**config.mk**
```make
export PLATFORM = sky130hd
export DESIGN_NAME = dortlu_tdm_demux_flat
export DESIGN_NICKNAME = d
export VERILOG_FILES = /design/src/rtl/dortlu_tdm_demux_if.sv /design/src/rtl/dortlu_tdm_demux.sv /design/src/flat_wrapper.sv
export SDC_FILE = /design/constraint.sdc
export NUM_CORES = 1
export LEC_CHECK = 0
export ABC_AREA = 1
export CAP_MARGIN = 5
export CORE_MARGIN = 2
export CORE_UTILIZATION = 23
export DETAILED_ROUTE_END_ITERATION = 7
export PLACE_DENSITY = 0.49
export SETUP_SLACK_MARGIN = 0.15
export SKIP_CTS_REPAIR_TIMING = 1
export SYNTH_ARGS = -nofsm -noshare
export SYNTH_HDL_FRONTEND = slang
export SYNTH_SLANG_ARGS = --single-unit
```
**constraint.sdc**
```tcl
create_clock -name clk -period 2.4 [get_ports clk]
set_input_delay 0.36 -clock clk [delete_from_list [all_inputs] [get_ports clk]]
set_output_delay 0.36 -clock clk [all_outputs]
set_load 0.01 [all_outputs]
```
**src/rtl/dortlu_tdm_demux_if.sv**
```systemverilog
// ---------------------------------------------------------------------------
// dortlu_tdm_demux_if
//   Serial sample stream feeding the TDM demultiplexer.
//   Signals:
//     in_valid  sample/SOF valid this cycle (driven by the source)
//     in_ready  sink can accept a beat     (driven by the demux)
//     in_data   W-bit sample
//     in_sof    start of frame, marks the channel-0 beat
//   Modports:
//     master  the upstream source (serial/mux link side)
//     slave   the demultiplexer
// ---------------------------------------------------------------------------
interface dortlu_tdm_demux_if #(
  parameter int W = 8
) ();
  logic         in_valid;
  logic         in_ready;
  logic [W-1:0] in_data;
  logic         in_sof;

  modport master (output in_valid, output in_data, output in_sof, input in_ready);
  modport slave  (input in_valid, input in_data, input in_sof, output in_ready);
endinterface

```
**src/rtl/dortlu_tdm_demux.sv**
```systemverilog
// ---------------------------------------------------------------------------
// dortlu_tdm_demux
//   Time-division demultiplexer. A single W-bit lane carries frames of N_CH
//   samples, channel 0 first and flagged with in_sof. The block hunts for a
//   frame start, then steers every accepted beat to its channel's output
//   register and strobes that channel's valid bit for one cycle.
//   Ports:
//     clk         rising-edge clock
//     rst_n       asynchronous active-low reset
//     en          block enable; 0 freezes all state and accepts nothing
//     s_in        input stream (in_valid/in_ready/in_data/in_sof)
//     out_data    channel k sample at [k*W +: W], held until overwritten
//     out_valid   one-hot, one-cycle strobe per written channel
//     frame_done  one-cycle pulse when the last channel of a clean frame lands
//     sync_err    one-cycle pulse on a framing violation
//     locked      1 while in the LOCKED state
// ---------------------------------------------------------------------------
module dortlu_tdm_demux #(
  parameter int W    = 8,
  parameter int N_CH = 4
) (
  input  logic                  clk,
  input  logic                  rst_n,
  input  logic                  en,
  dortlu_tdm_demux_if.slave     s_in,
  output logic [N_CH*W-1:0]     out_data,
  output logic [N_CH-1:0]       out_valid,
  output logic                  frame_done,
  output logic                  sync_err,
  output logic                  locked
);

  localparam int CW = (N_CH > 1) ? $clog2(N_CH) : 1;
  localparam logic [CW-1:0]   CH_ZERO = {CW{1'b0}};
  localparam logic [CW-1:0]   CH_ONE  = CW'(1);
  localparam logic [CW-1:0]   CH_LAST = CW'(N_CH - 1);
  localparam logic [N_CH-1:0] VLD_ONE = N_CH'(1);

  typedef enum logic [0:0] {
    S_HUNT   = 1'b0,
    S_LOCKED = 1'b1
  } state_t;

  state_t              r_state;
  logic [CW-1:0]       r_ch;
  logic                r_clean;
  logic [N_CH*W-1:0]   r_out_data;
  logic [N_CH-1:0]     r_out_valid;
  logic                r_frame_done;
  logic                r_sync_err;
  logic                r_locked;

  state_t              w_state_nxt;
  logic [CW-1:0]       w_ch_nxt;
  logic                w_clean_nxt;
  logic [N_CH*W-1:0]   w_data_nxt;
  logic [N_CH-1:0]     w_valid_nxt;
  logic                w_fd_nxt;
  logic                w_se_nxt;
  logic                w_wr;
  logic [CW-1:0]       w_wr_ch;
  logic                w_accept;

  assign s_in.in_ready = en;
  assign w_accept      = s_in.in_valid && en;

  // Next-state, channel steering and strobe decode for one accepted beat.
  always_comb begin
    w_state_nxt = r_state;
    w_ch_nxt    = r_ch;
    w_clean_nxt = r_clean;
    w_data_nxt  = r_out_data;
    w_valid_nxt = {N_CH{1'b0}};
    w_fd_nxt    = 1'b0;
    w_se_nxt    = 1'b0;
    w_wr        = 1'b0;
    w_wr_ch     = CH_ZERO;
    if (w_accept) begin
      case (r_state)
        S_HUNT: begin
          if (s_in.in_sof) begin
            w_wr        = 1'b1;
            w_wr_ch     = CH_ZERO;
            w_ch_nxt    = CH_ONE;
            w_clean_nxt = 1'b1;
            w_state_nxt = S_LOCKED;
          end else begin
            // Mid-frame garbage while hunting: drop silently.
            w_state_nxt = S_HUNT;
          end
        end
        S_LOCKED: begin
          if (s_in.in_sof) begin
            // Early SOF abandons the partial frame; it never gets frame_done.
            w_se_nxt    = (r_ch != CH_ZERO);
            w_wr        = 1'b1;
            w_wr_ch     = CH_ZERO;
            w_ch_nxt    = CH_ONE;
            w_clean_nxt = 1'b1;
          end else if (r_ch == CH_ZERO) begin
            // Missing SOF at a frame boundary: lose lock, discard the beat.
            w_se_nxt    = 1'b1;
            w_ch_nxt    = CH_ZERO;
            w_clean_nxt = 1'b0;
            w_state_nxt = S_HUNT;
          end else begin
            w_wr     = 1'b1;
            w_wr_ch  = r_ch;
            w_fd_nxt = (r_ch == CH_LAST) ? r_clean : 1'b0;
            w_ch_nxt = r_ch + CH_ONE;
          end
        end
        default: begin
          w_state_nxt = S_HUNT;
          w_ch_nxt    = CH_ZERO;
          w_clean_nxt = 1'b0;
        end
      endcase
    end else begin
      w_state_nxt = r_state;
    end
    if (w_wr) begin
      w_data_nxt[w_wr_ch*W +: W] = s_in.in_data;
      w_valid_nxt                = VLD_ONE << w_wr_ch;
    end else begin
      w_valid_nxt = {N_CH{1'b0}};
    end
  end

  // State, channel counter and registered outputs.
  always_ff @(posedge clk or negedge rst_n) begin
    if (!rst_n) begin
      r_state      <= S_HUNT;
      r_ch         <= CH_ZERO;
      r_clean      <= 1'b0;
      r_out_data   <= {(N_CH*W){1'b0}};
      r_out_valid  <= {N_CH{1'b0}};
      r_frame_done <= 1'b0;
      r_sync_err   <= 1'b0;
      r_locked     <= 1'b0;
    end else begin
      r_state      <= w_state_nxt;
      r_ch         <= w_ch_nxt;
      r_clean      <= w_clean_nxt;
      r_out_data   <= w_data_nxt;
      r_out_valid  <= w_valid_nxt;
      r_frame_done <= w_fd_nxt;
      r_sync_err   <= w_se_nxt;
      r_locked     <= (w_state_nxt == S_LOCKED);
    end
  end

  assign out_data   = r_out_data;
  assign out_valid  = r_out_valid;
  assign frame_done = r_frame_done;
  assign sync_err   = r_sync_err;
  assign locked     = r_locked;

endmodule

```
**src/flat_wrapper.sv**
```systemverilog
// flat-port wrapper written by rule: the top's interface ports become plain ports
module dortlu_tdm_demux_flat 
#(
  parameter int W    = 8,
  parameter int N_CH = 4
)
  (clk, rst_n, en, out_data, out_valid, frame_done, sync_err, locked, s_in_in_valid, s_in_in_data, s_in_in_sof, s_in_in_ready);
  dortlu_tdm_demux_if #(.W(W)) s_in_i ();
  input  logic clk;
  input  logic rst_n;
  input  logic en;
  output logic [N_CH*W-1:0] out_data;
  output logic [N_CH-1:0] out_valid;
  output logic frame_done;
  output logic sync_err;
  output logic locked;
  input wire logic [$bits(s_in_i.in_valid)-1:0] s_in_in_valid;
  input wire logic [$bits(s_in_i.in_data)-1:0] s_in_in_data;
  input wire logic [$bits(s_in_i.in_sof)-1:0] s_in_in_sof;
  output wire logic [$bits(s_in_i.in_ready)-1:0] s_in_in_ready;
  assign s_in_i.in_valid = s_in_in_valid;
  assign s_in_i.in_data = s_in_in_data;
  assign s_in_i.in_sof = s_in_in_sof;
  assign s_in_in_ready = s_in_i.in_ready;
  dortlu_tdm_demux #(.W(W), .N_CH(N_CH)) u_core (.clk(clk), .rst_n(rst_n), .en(en), .s_in(s_in_i), .out_data(out_data), .out_valid(out_valid), .frame_done(frame_done), .sync_err(sync_err), .locked(locked));
endmodule
```
==> results_dict.tcl, run 1 <==
set metrics [dict create \
    globalplace.congestion 0.762 \
    timing.final.hold_violations 0 \
    cp_max_fo 8 \
    path_cells "clkdlybuf4s50_1, inv_1, nand2_1, nor2_2, nand3_1, ha_1, inv_1, nor2_1, nand4_4, o21ai_0" \
    cts.root.buffer_cell "sky130_fd_sc_hd__clkbuf_8" \
    critical_path.startpoint_type "input port" \
    number_of_synthesized_flops_with_an_enable_pin 0 \
    cell_count_post_placement 392 \
    worst_hold_path_type "input port to asynchronous set/reset pin" \
    final.setup_skew_ns 0.00701 \
    dr_total_vias 1649 \
    timing.rr.end "u_core.out_data[9]$_DFFE_PN0P_" \
    finalSetupViolCount 0 \
    grt_start_max_net_pins 43 \
    postSynthAreaPerCell_um2 8.95 \
    finalCritPeriodShare 0.847 \
    antenna_cells_inserted 0 \
    avgViaCountPerCell 4.12 \
    track_usage 0.112 \
    start_util 0.235 \
    critPathCapture "u_core.out_data[9]$_DFFE_PN0P_" \
    critPathMaxStageDelay_ns 0.41 \
    synth.top_cells.by_area "sky130_fd_sc_hd__dfrtp_1 52%, sky130_fd_sc_hd__nand2_1 12%, sky130_fd_sc_hd__o21ai_0 6.9%" \
    finish.net_count 315 \
    first_global_vias 1716 \
    async_flop_share 1.00 \
    global_route_wire_length_before_repair_um 8690 \
    muxShareOfSynthArea 0 \
    clk_path_buf_depth 2 \
    synth.ff_latch_count 42 \
    yosys.cell_types.count 22 \
    ctsHtreeMaxLevel 2 \
    timing.critical_path.from "s_in_in_sof" \
    status "completed" \
    worst_r2r_path_depth 9 \
    path_clk_slew_ns 0.08 \
    clk-insertion-delay-late_ns 0.29 \
    synth_compound_area_frac 0.0948 \
    regToRegStartpoint "u_core.r_ch[1]$_DFFE_PN0P_" \
    io-pin-count 53 \
    post_synth_instance_area_um2 2030 \
    ir_drop_mv 0.260 \
    fmaxAchievable_mhz 492 \
    regToRegSetupSlack_ns 0.39 \
    path_common_cell "sky130_fd_sc_hd__inv_1" \
    die_ht_um 98.0 \
    crit_path_end_kind "register" \
    synth_top_family_by_area "simple AND/OR/NAND/NOR gates" \
    worst_slew_pin_slew_ns 0.535 \
    ant_nets 0 \
    drive_above_1_share 0.116 \
    critPathRequiredTime_ns 2.61 \
    ys_seq_area_frac 0.517 \
    tritoncts_clock_tree "done" \
    yosysWarningCount 0 \
    synth.net_count 251 \
    post_synth_top_area_cell "sky130_fd_sc_hd__dfrtp_1" \
    power.density_nw_per_um2 599 \
    num_rows 34 \
    timing.max_slew.rel_slack 0.643 \
    synthSimpleGateAreaFrac 0.251 \
    tritoncts.num_buffers 5 \
    antenna_found_initial 0 \
    mean_routed_wirelength_per_cell_um 12.5 \
    clock_sink_count 42 \
    synth_cells 227 \
    overall_overflow_remaining_after_global_route 0 \
    final_non_filler_cells 400 \
    dp_wirelength_um 3740 \
    design.die.area_um2 9600 \
    design.core.area_um2 8640 \
    wirelength_um 5000 \
    worst-endpoint-arrival_ns 2.25 \
    slew_violations 0 \
    post-synth-top-area-fraction 0.517 \
    power_leakage_nw 1.26 \
    criticalPathCategory "input port to register" \
    critical-path-slowest-cell "sky130_fd_sc_hd__clkdlybuf4s50_1" \
    tns_ns 0 \
    unrepaired_setup_endpoints_after_global_routing "false" \
    yosys.area_share.xor_xnor 0 \
    synth_adder_area_share 0.0677 \
    drcViolationCount 0 \
    chipWidth_um 98.0 \
    first_drt_iteration_drcs 74 \
    numPortBuffers 52 \
    drt-pass1-iter-count 4 \
    postSynth.topFlopCell "sky130_fd_sc_hd__dfrtp_1" \
    maxcap_viol_count 0 \
    synthToLayoutAreaGrowth_pct 39.2 \
    finalWorstPathRequiredPeriod_ns 2.03 \
]
## per-layer routing
layer,share of wire,vias to the layer above,routed length [um],GRT usage
li1,-,846,-,-
met1,0.47,763,2350,0.151
met2,0.48,35,2420,0.180
met3,0.039,5,197,0.0258
met4,0.0080,0,40,0.0288
met5,0,-,0,0
## Yosys cell counts (all sizes together) (2+ instances only)
cell type,n
inv,21
ha,11
dfrtp,42
nand3,6
o21ai,35
buf,7
nand2,67
nand3b,7
a21oi,2
nor2,25
nand4,2
## sequential cells by signal, indices dropped and copies added, names as in the netlist
name / cells
u_core.out_data: 32
u_core.r_clean: 1
u_core.r_state: 1
u_core.out_valid: 4
u_core.r_ch: 2
u_core.sync_err: 1
u_core.frame_done: 1
## layout by cell type, fill, tap and decap left out, drive strengths merged
cell and instances:
buf 13, nand3b 7, bufinv 1, nand2 67, clkbuf 6, ha 11, nor3 1, clkdlybuf4s50 51
o21ai 35, nand3 6, clkinvlp 1, nand4 2, nor2 25, a21oi 2, nor4 1, inv 21
dfrtp 42
## worst min path at each step
stage               cells past startpoint                               to  slack, ns                             from
global route                            2  u_core.out_data[19]$_DFFE_PN0P_       0.18                            rst_n
global placement                        2    u_core.out_valid[3]$_DFF_PN0_       0.47                            rst_n
detailed placement                      2  u_core.out_data[19]$_DFFE_PN0P_       0.47  u_core.out_data[19]$_DFFE_PN0P_
CTS                                     2  u_core.out_data[19]$_DFFE_PN0P_       0.14                            rst_n
finish                                  2    u_core.out_valid[3]$_DFF_PN0_       0.12                            rst_n
floorplan                               0      u_core.frame_done$_DFF_PN0_       0.06                            rst_n
## worst max-delay path, delay by kind of cell
| family | cells | cell delay (ns) |
|---|---|---|
| AO/OA/AOI/OAI | 1 | 0.20 |
| adder cells (fa/ha/maj) | 1 | 0.37 |
| buffers and inverters | 3 | 0.53 |
| AND/OR/NAND/NOR | 5 | 0.78 |
## per-stage QoR
stage / power (mW) / setup WS [ns] / cell area, um^2 / utilization / hold slack, ns
3_3_place_gp: 1.15 / -0.00643 / 2710 / 0.314 / 0.469
4_1_cts: 1.72 / 0.321 / 2820 / 0.327 / 0.145
6_report: 1.69 / 0.368 / 2830 / 0.328 / 0.123
5_1_grt: 1.79 / 0.158 / 2830 / 0.328 / 0.184
2_1_floorplan: 0.977 / 0.171 / 2030 / - / 0.0644
3_5_place_dp: 1.15 / 0.0147 / 2710 / 0.314 / 0.474
## logic make-up after synthesis
family,Yosys count
adders and majority gates,11
buffers and inverters,28
DFF,42
and+or+nand+nor,109
AOI/OAI and AO/OA,37
## final cells by class
class	instances	area, um^2
timing repair buffer	64	606
tap	108	135
multi-input combinational	157	848
inverter	21	78.8
sequential	42	1050
fill	903	5810
clock buffer	6	72.6
clock inverter	2	37.5
## power breakdown
part	internal, mW	leakage (nW)	switching (mW)	total (mW)
Combinational	0.159	0.639	0.173	0.332
Sequential	0.762	0.566	0.0380	0.800
Clock	0.311	0.0514	0.251	0.561
Total	1.23	1.26	0.462	1.69
Power figures use the tool's default switching activity.
==> run 2, diff against run 1 <==
==> constraint.sdc (replaced) <==
create_clock -name clk -period 2 [get_ports clk]
set_input_delay 0.3 -clock clk [delete_from_list [all_inputs] [get_ports clk]]
set_output_delay 0.3 -clock clk [all_outputs]
set_load 0.01 [all_outputs]
==> results_dict.tcl, run 2 (synthesized netlist as in run 1, its figures left out) <==
set metrics [dict create \
    cts.root.buffer_cell "sky130_fd_sc_hd__clkbuf_8" \
    mostFrequentLayoutCells "62 x sky130_fd_sc_hd__nand2_1, 50 x sky130_fd_sc_hd__clkdlybuf4s50_1, 41 x sky130_fd_sc_hd__dfrtp_1" \
    synthToLayoutAreaGrowth_pct 52.3 \
    worst_hold_path_type "input port to asynchronous set/reset pin" \
    setup_ws_ns 0.253 \
    fin_hold_ws_ns 0.0449 \
    avgViaCountPerCell 4.14 \
    cell_count_post_placement 403 \
    finalWorstPathRequiredPeriod_ns 1.75 \
    critical_path.startpoint_type "register" \
    tritoncts_clock_tree "done" \
    final.setup_skew_ns 0.0105 \
    track_usage 0.113 \
    ir_drop_mv 0.287 \
    maxcap_viol_count 0 \
    power_consumption_mw 2.15 \
    unrepaired_setup_endpoints_after_global_routing "true" \
    highest_metal_layer_used_by_the_detailed_router "met4" \
    worst_slew_pin_slew_ns 0.719 \
    first_drt_iteration_drcs 48 \
    globalplace.congestion 0.799 \
    finalSetupViolCount 0 \
    num_rows 34 \
    power_leakage_nw 1.37 \
    drcViolationCount 0 \
    final_non_filler_cells 415 \
    global_route_wire_length_before_repair_um 8540 \
    design.core.area_um2 8640 \
    dp_wirelength_um 3880 \
    route.met2.wl_um 2470 \
    cp_max_fo 8 \
    critPathRequiredTime_ns 2.23 \
    status "completed" \
    path_clk_slew_ns 0.09 \
    clock_sink_count 42 \
    dr_wl_met3_um 203 \
    first_global_vias 1689 \
    overall_overflow_remaining_after_global_route 0 \
    drt-pass1-iter-count 4 \
    crit_path_end_kind "register" \
    start_util 0.235 \
    antenna_found_initial 0 \
    dr_total_vias 1718 \
    ant_nets 0 \
    tns_ns 0 \
    chipWidth_um 98.0 \
    finalCritPeriodShare 0.873 \
    clk_path_buf_depth 2 \
    fmaxAchievable_mhz 572 \
    timing.max_slew.rel_slack 0.520 \
    io-pin-count 53 \
    grt_start_max_net_pins 33 \
    drive_above_1_share 0.228 \
    clk-insertion-delay-late_ns 0.30 \
    finish.net_count 330 \
    flip_flop_count_of_the_largest_register_after_layout 32 \
    tritoncts.num_buffers 5 \
    design.die.area_um2 9600 \
    slew_violations 0 \
    wl_met1_um 2310 \
    ctsHtreeMaxLevel 2 \
    dpl_worst_slack_ns -0.288 \
    antenna_cells_inserted 0 \
    numPortBuffers 52 \
    wirelength_um 5070 \
    power.density_nw_per_um2 693 \
    die_ht_um 98.0 \
    layout.cells.most_common "sky130_fd_sc_hd__nand2_1" \
    worst-endpoint-arrival_ns 1.98 \
    criticalPathCategory "register to register" \
    mean_routed_wirelength_per_cell_um 12.2 \
    timing.final.hold_violations 0 \
]
-- run 2: changes by cell type in the layout (fill, tap and decap cells not counted), moves of 3 or more --
cell / delta
sky130_fd_sc_hd__buf_4: +13
sky130_fd_sc_hd__inv_2: +3
sky130_fd_sc_hd__o21ai_2: +6
sky130_fd_sc_hd__nand2_1: -3
sky130_fd_sc_hd__ha_1: -3
sky130_fd_sc_hd__nor2_4: +3
sky130_fd_sc_hd__nand3_4: +3
sky130_fd_sc_hd__o21ai_0: -4
sky130_fd_sc_hd__inv_1: -5
-- run 2: power by group --
part           switching, mW  internal, mW  total, mW
clock network          0.298         0.372      0.671
logic                  0.257         0.264      0.521
registers             0.0375         0.916      0.953
-- run 2: cell type report --
cell class	instances	area, um^2
Fill cell	883	5540
Inverter	21	83.8
Clock inverter	2	37.5
Clock buffer	6	72.6
Sequential cell	42	1050
Multi-Input combinational cell	157	967
Timing Repair Buffer	79	746
Tap cell	108	135
-- run 2: metrics by stage --
stage | util | area (um^2)
after floorplan | - | 2100
after global placement | 0.334 | 2880
after detailed placement | 0.334 | 2880
after CTS | 0.347 | 2990
after global routing | 0.358 | 3090
final | 0.358 | 3090
-- run 2: worst max-delay path: stages, from the launching register on --
cell and delay, ns:
sky130_fd_sc_hd__dfrtp_1 0.37, sky130_fd_sc_hd__inv_2 0.07, sky130_fd_sc_hd__ha_4 0.18, sky130_fd_sc_hd__nor2_4 0.14, sky130_fd_sc_hd__nand2_4 0.09, sky130_fd_sc_hd__ha_4 0.31, sky130_fd_sc_hd__inv_4 0.04, sky130_fd_sc_hd__nor2_4 0.09
sky130_fd_sc_hd__nand4_4 0.20, sky130_fd_sc_hd__o21ai_1 0.17
-- run 2: worst paths after layout --
kind                                                  from                              end  slack [ns]  cells past startpoint
min                                                  rst_n    u_core.out_valid[3]$_DFF_PN0_        0.04                      1
max in group asynchronous                            rst_n   u_core.out_data[5]$_DFFE_PN0P_        1.34                      2
min reg2reg                u_core.out_data[17]$_DFFE_PN0P_  u_core.out_data[17]$_DFFE_PN0P_        0.49                      2
max                             u_core.r_ch[0]$_DFFE_PN0P_  u_core.out_data[11]$_DFFE_PN0P_        0.25                      9
max reg2reg                     u_core.r_ch[0]$_DFFE_PN0P_  u_core.out_data[11]$_DFFE_PN0P_        0.25                      9
min in group clk                               s_in_in_sof      u_core.frame_done$_DFF_PN0_        0.43                      5
-- run 2: per-layer routing --
| layer | track usage | vias to the layer above |
|---|---|---|
| met5 | 0 | - |
| met4 | 0.0417 | 0 |
| met3 | 0.0286 | 6 |
| met2 | 0.185 | 35 |
| met1 | 0.145 | 795 |
| li1 | - | 882 |
